[config.mk]
export PLATFORM = sky130hd
export DESIGN_NAME = sdram_arbiter
export DESIGN_NICKNAME = d
export VERILOG_FILES = /design/src/rtl/sdram_arbiter_pkg.sv /design/src/rtl/sdram_arbiter_rr.sv /design/src/rtl/sdram_arbiter.sv
export SDC_FILE = /design/constraint.sdc
export NUM_CORES = 1
export LEC_CHECK = 0
export ABC_CLOCK_PERIOD_IN_PS = 2400
export CAP_MARGIN = 20
export CORE_ASPECT_RATIO = 0.7
export CORE_UTILIZATION = 40
export CTS_BUF_LIST = sky130_fd_sc_hd__clkbuf_8
export DETAILED_ROUTE_END_ITERATION = 10
export PLACE_DENSITY = 0.8
export SETUP_SLACK_MARGIN = 0.1
export SYNTH_ARGS = -nofsm -noshare
export SYNTH_HDL_FRONTEND = slang
export SYNTH_SLANG_ARGS = --single-unit
[constraint.sdc]
create_clock -name clock -period 2.4 [get_ports clock]
set_clock_uncertainty 0.05 [all_clocks]
set_input_delay 0.6 -clock clock [delete_from_list [all_inputs] [get_ports clock]]
set_output_delay 0.6 -clock clock [all_outputs]
set_load 0.02 [all_outputs]
[src/rtl/sdram_arbiter_pkg.sv]
`default_nettype none
// ============================================================================
// Module      : sdram_arbiter_pkg
// Description : Shared memory definitions for the SDRAM arbiter: transaction
//               FSM state encoding, access size codes and port indices.
// Revision    : 1.0 - initial release
// ============================================================================
package sdram_arbiter_pkg;

    // Arbiter transaction FSM
    typedef enum logic [1:0] {
        ST_IDLE  = 2'd0,
        ST_ISSUE = 2'd1,
        ST_WAIT  = 2'd2,
        ST_DONE  = 2'd3
    } state_t;

    // Access size codes carried on *_rd_wr_size
    localparam logic [1:0] BYTE   = 2'b00;
    localparam logic [1:0] HALF   = 2'b01;
    localparam logic [1:0] WORD   = 2'b10;
    localparam logic [1:0] DOUBLE = 2'b11;

    // Bit positions inside the request / grant vectors
    localparam int PORT_INST = 0;
    localparam int PORT_DATA = 1;

endpackage : sdram_arbiter_pkg
`default_nettype wire

[src/rtl/sdram_arbiter_rr.sv]
`default_nettype none
// ============================================================================
// Module      : rr_arbiter2
// Description : Two-requester grant selector. Single requests are granted
//               directly; on a tie either the port not granted last wins
//               (ROUND_ROBIN=1) or the data port always wins (ROUND_ROBIN=0).
// Ports       : req        - request vector, bit 0 inst, bit 1 data
//               last_grant - 1 when the previous grant went to the data port
//               grant      - one-hot grant (all zero when no request)
// Revision    : 1.0 - initial release
// ============================================================================
module rr_arbiter2
    import sdram_arbiter_pkg::*;
#(
    parameter int ROUND_ROBIN = 1
) (
    input  logic [1:0] req,
    input  logic       last_grant,
    output logic [1:0] grant
);

    always_comb begin
        grant = 2'b00;
        if (req == 2'b11) begin
            if ((ROUND_ROBIN != 0) && last_grant) begin
                grant[PORT_INST] = 1'b1;
            end else begin
                grant[PORT_DATA] = 1'b1;
            end
        end else begin
            grant = req;
        end
    end

endmodule : rr_arbiter2
`default_nettype wire

[src/rtl/sdram_arbiter.sv]
`default_nettype none
// ============================================================================
// Module      : sdram_arbiter
// Description : Shares one SDRAM controller between an instruction read port
//               and a data read/write port. One transaction at a time:
//               IDLE (grant+latch) -> ISSUE (hold enable until busy) ->
//               WAIT (until busy drops, capture read data) -> DONE (ack).
// Ports       : clock, reset_n (async, active low)
//               inst_*  - instruction port: read request, address, data, ack
//               data_*  - data port: rd/wr request, address, size, data, ack
//               mem_*   - SDRAM controller request fields / busy / read data
//               arb_grant_data - owner of the current or last transaction
// Revision    : 1.0 - initial release
// ============================================================================
module sdram_arbiter
    import sdram_arbiter_pkg::*;
#(
    parameter int ROUND_ROBIN = 1,
    parameter int ADDR_W      = 26
) (
    input  logic              clock,
    input  logic              reset_n,
    input  logic              inst_rd_enable,
    input  logic [ADDR_W-1:0] inst_address,
    output logic [63:0]       inst_read_data,
    output logic              inst_ack,
    input  logic              data_rd_enable,
    input  logic              data_wr_enable,
    input  logic [ADDR_W-1:0] data_address,
    input  logic [1:0]        data_rd_wr_size,
    input  logic [63:0]       data_write_data,
    output logic [63:0]       data_read_data,
    output logic              data_ack,
    output logic              mem_rd_enable,
    output logic              mem_wr_enable,
    output logic [ADDR_W-1:0] mem_address,
    output logic [1:0]        mem_rd_wr_size,
    output logic [63:0]       mem_write_data,
    input  logic              mem_busy,
    input  logic [63:0]       mem_read_data,
    output logic              arb_grant_data
);

    state_t     state;
    state_t     state_next;
    logic [1:0] grant;
    logic       wr_op;     // latched direction; mem_wr_enable drops in ISSUE

    rr_arbiter2 #(
        .ROUND_ROBIN (ROUND_ROBIN)
    ) u_rr_arbiter2 (
        .req        ({data_rd_enable | data_wr_enable, inst_rd_enable}),
        .last_grant (arb_grant_data),
        .grant      (grant)
    );

    always_ff @(posedge clock or negedge reset_n) begin
        if (!reset_n) begin
            state <= ST_IDLE;
        end else begin
            state <= state_next;
        end
    end

    always_comb begin
        state_next = state;
        case (state)
            ST_IDLE:  if (grant != 2'b00) state_next = ST_ISSUE;
            ST_ISSUE: if (mem_busy)       state_next = ST_WAIT;
            ST_WAIT:  if (!mem_busy)      state_next = ST_DONE;
            ST_DONE:                      state_next = ST_IDLE;
            default:                      state_next = ST_IDLE;
        endcase
    end

    always_ff @(posedge clock or negedge reset_n) begin
        if (!reset_n) begin
            mem_rd_enable  <= 1'b0;
            mem_wr_enable  <= 1'b0;
            mem_address    <= '0;
            mem_rd_wr_size <= 2'b00;
            mem_write_data <= '0;
            wr_op          <= 1'b0;
            arb_grant_data <= 1'b0;
            inst_read_data <= '0;
            data_read_data <= '0;
            inst_ack       <= 1'b0;
            data_ack       <= 1'b0;
        end else begin
            // Acks are single-cycle: only the WAIT->DONE edge raises them
            inst_ack <= 1'b0;
            data_ack <= 1'b0;
            case (state)
                ST_IDLE: begin
                    if (grant[PORT_DATA]) begin
                        arb_grant_data <= 1'b1;
                        mem_address    <= data_address;
                        mem_rd_wr_size <= data_rd_wr_size;
                        mem_write_data <= data_write_data;
                        // A master asserting both enables is performing a write
                        mem_wr_enable  <= data_wr_enable;
                        mem_rd_enable  <= ~data_wr_enable;
                        wr_op          <= data_wr_enable;
                    end else if (grant[PORT_INST]) begin
                        arb_grant_data <= 1'b0;
                        mem_address    <= inst_address;
                        mem_rd_wr_size <= WORD;
                        mem_write_data <= '0;
                        mem_wr_enable  <= 1'b0;
                        mem_rd_enable  <= 1'b1;
                        wr_op          <= 1'b0;
                    end
                end
                ST_ISSUE: begin
                    if (mem_busy) begin
                        mem_rd_enable <= 1'b0;
                        mem_wr_enable <= 1'b0;
                    end
                end
                ST_WAIT: begin
                    // Capture on entry to DONE so data is valid alongside ack
                    if (!mem_busy) begin
                        if (arb_grant_data) begin
                            data_ack <= 1'b1;
                            if (!wr_op) data_read_data <= mem_read_data;
                        end else begin
                            inst_ack <= 1'b1;
                            if (!wr_op) inst_read_data <= mem_read_data;
                        end
                    end
                end
                default: ;
            endcase
        end
    end

endmodule : sdram_arbiter
`default_nettype wire

# Word level (Yosys, flattened, before mapping)
# Cells that the tools add are included.
# Widths: inputs -> output; s select.
# totals
output_inout_bits	225
register_bits	228
inputBits	188
word_cells	58
# op_classes
n_mux	25
n_eq_ne	8
n_reduce_logical	8
bitwise_logic	5
# op_table
operator	count
$mux 64	2
$mux 26	2
$mux 1	12
$mux 2	6
$pmux 2 s4	1
$reduce_and 4->1	2
$eq 2x2->1 const B	3
$ne 2x2->1 const B	3
$reduce_and 3->1	2
$not 1->1	4
$pmux 1 s2	2
$reduce_bool 2->1	2
$ne 3x3->1 const B	1
$eq 2x1->1 const B	1
$logic_not 2->1	1
$reduce_and 2->1	1
$or 1x1->1	1

# Depth between registers and ports, before layout
# Gate-level depths: netlist of the first run.
# depth
depth_word	6
mapped_depth	7
ltp_nobuf	5

# By module
# Synthesis of the first run repeated with hierarchy kept, for this count alone.
# unflattened
hier_cells	711
area_unflattened_um2	9318.9
# by_module_without_submodules
mod	area_each_um2	n_inst	seq_area_each_um2	cells_per_inst
sdram_arbiter	9300.2	1	5705.5	708
rr_arbiter2	18.8	1	0.0	3

# Worst setup path before layout of the first run
# Ideal clock, no wire load.
# synth_timing
kind	flip-flop to flip-flop
from	reg state[0]
to	reg inst_read_data[34]
required_ns	2.225
stages_incl_launch_ff	8
setup_time_ns	0.125
path_slack_ns	0.685
period_less_slack_ns	1.715
n_path_buf	2
arrival_ns	1.540
cell_sequence	dfrtp_1 -> inv_1 -> ha_1 -> nor3b_2 -> and2b_1 -> buf_6 -> buf_6 -> mux2_2
# synth_via
elab_chain_len	2
# synth_lines
item	line	text
start, declared	sdram_arbiter.sv:44	state_t state;
start signal, assigned	sdram_arbiter.sv:61	state <= state_next;
$eq 2x2->1	sdram_arbiter.sv:93	case (state)
$reduce_and 4->1 (no line)	-	
end signal, assigned	sdram_arbiter.sv:128	if (!wr_op) inst_read_data <= mem_read_data;
end, declared	sdram_arbiter.sv:25	output logic [63:0] inst_read_data,
# No other way between the ends.
# A chain may end at the register's enable or synchronous reset.

# Worst setup path in the final report of the first run
# layout_timing
from	reg inst_read_data[49]
to	out inst_read_data[49]
# No word-level cell between the ends.

==> flow_metrics.tcl, run 1 <==
set metrics [dict create \
    fin_crit_ps 2182 \
    busiest_layer "met2" \
    synth_edf_count 0 \
    postLayoutCellArea_sq_um 14240 \
    syn_to_final_growth_pct 57.96 \
    crit_path_start_kind "register" \
    syn-instance-count 567 \
    worst_slack_ps 218.0 \
    grt_pass1_wl_um 37780 \
    drtAntennaViolNets 0 \
    syn-num-nets 758 \
    drc 0 \
    gr-usage-met3_pct 6.100 \
    fmax_ghz 0.4583 \
    cts_buffer_depth 3 \
    setup_viol 0 \
    std_cell_rows 45 \
    synth_ff_type "dfrtp_1" \
    cts_made_buffers 37 \
    synth-compound-area-share_pct 8.494 \
    cts_sinks 228 \
    syn_area_sq_um 9015 \
    synth_seq_area_share_pct 63.29 \
    cap_violations 0 \
    required_ps 1750 \
    rsz0062_at_grt "no" \
    drive_above_1_share_pct 19.59 \
    nets 1198 \
    drt_iter0_drc 227 \
    pre_cts_ws_ps -6.858 \
    ys_seq_elements 228 \
    cts_tree "done" \
    final_cells 1313 \
    slew_headroom_pct 56.99 \
    grtUsageTotal_pct 21.22 \
    grt_antenna_before_repair 0 \
    htree_levels 2 \
    yosys_warnings 0 \
    r2r_slack_ps 420 \
    min_path_type "register to register" \
    wirelength_um 24730 \
    cts-root-buf "clkbuf_8" \
    place.gp.congestion 0.7967 \
    io-pin-count 413 \
    grt.overflow.total 0 \
    wl_per_cell_um 18.83 \
    power_uw 20060 \
    slew_violations 0 \
    synth_mux_area_share_pct 21.75 \
    core_sq_um 21900 \
    grt_max_degree 56 \
    place_area_sq_um 13530 \
    tns_ps 0 \
    cp.arrival_ps 1530 \
    via_per_inst 4.848 \
    slowest_stage "clkdlybuf4s50_1" \
    p_per_area_nw_per_um2 1409 \
    grt_util_met1_pct 25.73 \
    hold_viol 0 \
    ir_worst_vdd_v 0.0006258 \
    syn-mean-instance-area_sq_um 15.90 \
    grt_pass1_vias 6608 \
    start_util_pct 41.16 \
    critical-path-max-stage-delay_ps 670 \
    synth_top_family_by_area "multiplexers" \
    dpl.hpwl_um 18750 \
    worstPathCellList "clkdlybuf4s50_1" \
    clk_pin_slew_ps 60 \
    async_flop_share_pct 100.0 \
    min_period_over_period_pct 90.92 \
    gr-usage-met2_pct 36.40 \
    dp_cells 1249 \
    crit_family "buffers and inverters" \
    clk_latency_ps 520 \
    leakagePower_uw 0.006240 \
    io_buffers 412 \
    die_w_um 181.4 \
    path_class "register to primary output" \
    vias 6365 \
    chipHeight_um 127.6 \
    crit_fanout 2 \
    cp-end-kind "primary output" \
    antenna_cells 0 \
    status "completed" \
    drt_pre_antenna_iters 4 \
    die-area_sq_um 23150 \
    synth-adder-area-share_pct 0.4164 \
    crit_buf_inv 1 \
    max_slew.worst_pin.slew_ps 636.1 \
    synth-simple-area-share_pct 2.124 \
    synth_xor_area_share_pct 0 \
    synth_cell_types 32 \
]
-- layout make-up --
| type | instances | area (sq um) |
|---|---|---|
| clock buffer | 45 | 619.3 |
| clock inverter | 18 | 82.58 |
| fill | 1623 | 7662 |
| inverter | 4 | 15.01 |
| multi-input combinational | 298 | 2989 |
| sequential | 228 | 5705 |
| tap | 282 | 352.8 |
| timing repair buffer | 438 | 4476 |
-- cell families after synthesis --
family          count (synthesis)
fa+ha+maj                       3
simple gates                   39
compound gates                 99
flops                         228
buf+inv                        41
mux                           157
-- where the power goes --
| group | internal, uW | switching [uW] |
|---|---|---|
| sequential | 5680 | 1080 |
| combinational | 5420 | 4700 |
| clock | 1690 | 1490 |
-- path summary, 6_finish.rpt --
kind / from / endpoint / cells past startpoint
min reg2reg: mem_address[11] / mem_address[11] / 2
min: mem_address[11] / mem_address[11] / 2
max reg2reg: state[0] / mem_wr_enable / 5
max: inst_read_data[49] / inst_read_data[49] / 1
min in group asynchronous: reset_n / mem_address[20] / 2
max in group asynchronous: reset_n / inst_read_data[53] / 3
-- cell usage after synthesis, types with 2 or more instances --
library cell	n	share of area [%]
mux2_4	60	10
dfrtp_1	228	63
a22o_1	65	6.3
nand2_1	27	1.1
buf_4	4	0.33
ha_1	3	0.42
buf_6	7	0.87
mux2_1	14	1.7
o21ai_0	27	1.5
buf_12	7	1.6
clkbuf_1	4	0.17
nor2_1	2	0.083
nor3_1	2	0.11
mux2i_1	26	2.9
mux2_2	57	7.1
inv_1	4	0.17
buf_2	15	0.83
-- stage by stage --
stage                     hold WS (ps)  util [%]
after floorplan                  254.4         -
after global placement           412.6     61.77
after detailed placement         420.2     61.77
after CTS                        434.0     65.02
after global routing             454.9     65.02
final                            428.6     65.02
-- registers in the layout (all words and copies together) (netlist names) --
signal,flops
mem_rd_wr_size,2
wr_op,1
mem_address,26
inst_read_data,64
mem_write_data,64
mem_rd_enable,1
mem_wr_enable,1
data_ack,1
arb_grant_data,1
state,2
data_read_data,64
inst_ack,1
-- timing repair --
item / in CTS / in global routing
setup buffers: 0 / 0
endpoints found under the hold margin: 48 / 0
gates resized for setup: 1 / 0
setup endpoints to repair: 1 / 0
hold buffers: 1 / 0
-- layout by cell type, fill, tap and decap left out --
master / count
and2b_2: 2
nor3b_2: 1
dfrtp_1: 228
nor2_1: 2
a21oi_1: 1
a211oi_1: 1
buf_8: 1
nor2b_1: 1
clkinvlp_4: 3
dlygate4sd3_1: 1
inv_1: 16
o31ai_4: 1
nor2_4: 1
buf_12: 12
nor3_1: 2
mux2_1: 14
a22o_1: 65
o21ai_0: 27
nand2_1: 27
o32a_1: 1
mux2i_1: 26
clkinv_2: 3
clkdlybuf4s50_1: 410
nor2b_4: 1
nor4b_1: 1
mux2_4: 60
ha_1: 3
and3b_1: 1
a21bo_2: 1
dlygate4sd2_1: 1
a21o_1: 1
buf_4: 13
o2bb2ai_4: 1
clkbuf_8: 45
mux2_2: 57
-- per-layer routing --
layer  up-vias  part of all wire, %  wire, um
met5         -                    0         0
met4         0                  2.7       659
met3        48                  7.2      1770
met2       275                   50     12440
met1      3113                   40      9857
li1       2929                    -         -
No activity file was read; power rests on OpenSTA's default activity.
==> run 2, diff against run 1 <==
--- a/config.mk
+++ b/config.mk
@@ -11,7 +11,8 @@
 export CORE_UTILIZATION = 40
 export CTS_BUF_LIST = sky130_fd_sc_hd__clkbuf_8
 export DETAILED_ROUTE_END_ITERATION = 10
-export PLACE_DENSITY = 0.8
+export HOLD_SLACK_MARGIN = 0.02
+export PLACE_DENSITY = 0.79
 export SETUP_SLACK_MARGIN = 0.1
 export SYNTH_ARGS = -nofsm -noshare
 export SYNTH_HDL_FRONTEND = slang
==> flow_metrics.tcl, run 2 (synthesized netlist as in run 1, its figures left out) <==
set metrics [dict create \
    final_cells 1304 \
    fin_crit_ps 2171 \
    chipHeight_um 127.6 \
    wl_per_cell_um 18.67 \
    slew_violations 0 \
    n_fill_cell 1607 \
    place.gp.congestion 0.8347 \
    clk_pin_slew_ps 60 \
    cts_made_buffers 36 \
    dp_cells 1242 \
    grtUsageTotal_pct 21.02 \
    grt_antenna_before_repair 1 \
    cts_sinks 228 \
    rsz0062_at_grt "no" \
    ir_worst_vdd_v 0.0006106 \
    drt_pre_antenna_iters 4 \
    start_util_pct 41.16 \
    drive_above_1_share_pct 18.98 \
    die_w_um 181.4 \
    grt.overflow.total 0 \
    fmax_ghz 0.4606 \
    critical-path-max-stage-delay_ps 660 \
    drtAntennaViolNets 0 \
    min_period_over_period_pct 90.47 \
    cp.arrival_ps 1520 \
    grt_pass1_wl_um 37420 \
    drc 0 \
    core_sq_um 21900 \
    io_buffers 412 \
    leakagePower_uw 0.006219 \
    htree_levels 2 \
    status "completed" \
    p_per_area_nw_per_um2 1407 \
    cts_buffer_depth 3 \
    grt_max_degree 82 \
    setup_viol 0 \
    crit_family "buffers and inverters" \
    crit_path_start_kind "register" \
    crit_buf_inv 1 \
    drt_iter0_drc 253 \
    io-pin-count 413 \
    syn_to_final_growth_pct 57.77 \
    grt_pass1_vias 6490 \
    cp-end-kind "primary output" \
    std_cell_rows 45 \
    antenna_cells 0 \
    hold_viol 0 \
    required_ps 1750 \
    crit_fanout 2 \
    cap_violations 0 \
    via_per_inst 4.803 \
    clk_latency_ps 510 \
    worstPathCellList "clkdlybuf4s50_1" \
    seq_area_sq_um 5705 \
    vias 6263 \
    nets 1190 \
    slew_headroom_pct 68.45 \
    max_slew.worst_pin.slew_ps 473.3 \
    min_path_type "register to register" \
    path_class "register to primary output" \
    hold_ws_ps 426.8 \
    die-area_sq_um 23150 \
    cts-root-buf "clkbuf_8" \
    final_common_cell "clkdlybuf4s50_1" \
    reg.largest.list "data_read_data (64), inst_read_data (64), mem_write_data (64)" \
    final_cell_mix "clkdlybuf4s50_1 (410), dfrtp_1 (228), a22o_1 (65)" \
    multi_input_area_sq_um 2989 \
    dpl.hpwl_um 18160 \
    cts_tree "done" \
    wirelength_um 24340 \
    slowest_stage "clkdlybuf4s50_1" \
]
[run 2: power by group]
part	internal (uW)	total (uW)	switching, uW	leakage [uW]
clock network	1820	3300	1470	0.000408
registers	5680	6700	1020	0.00281
logic	5350	10000	4660	0.00300
[run 2: what timing repair did]
item                                    CTS  global route
hold buffers                              1             0
endpoints found under the setup margin    1             0
hold endpoints to repair                 49             0
setup buffers                             0             0
gates resized for setup                   1             0
[run 2: through the flow]
step	setup TNS, ps	utilization [%]	worst slack (ps)	area [sq um]	total power (uW)
2_1_floorplan	0	-	685.3	9015	11950
3_3_place_gp	0	61.59	19.91	13490	16650
3_5_place_dp	-4.953	61.59	-4.953	13490	16860
4_1_cts	0	64.94	156.7	14220	20230
5_1_grt	0	64.94	140.6	14220	21050
6_report	0	64.94	228.7	14220	20010
[run 2: final timing paths]
check / start / endpoint / slack, ps / cells past startpoint
max: mem_write_data[55] / mem_write_data[55] / 230 / 1
min: mem_address[17] / mem_address[17] / 430 / 2
max reg2reg: state[0] / data_read_data[0] / 460 / 6
min reg2reg: mem_address[17] / mem_address[17] / 430 / 2
max in group asynchronous: reset_n / mem_address[23] / 980 / 3
min in group asynchronous: reset_n / data_read_data[23] / 610 / 2
[run 2: final cells by class]
cell class	instances	share of cell area, %
Inverter	4	0.1056
Multi-Input combinational cell	298	21.02
Timing Repair Buffer	431	31.19
Clock buffer	46	4.451
Sequential cell	228	40.12
Clock inverter	15	0.6422
Tap cell	282	2.481
[run 2: per-layer routing]
layer  wire (um)  share of wire [%]  vias to the layer above  track usage [%]
li1            -                  -                     2911                -
met1        9744                 40                     3058            25.60
met2       12130                 50                      246            35.29
met3        1922                7.9                       46            7.212
met4         533                2.2                        2            6.580
met5          12              0.049                        -                0
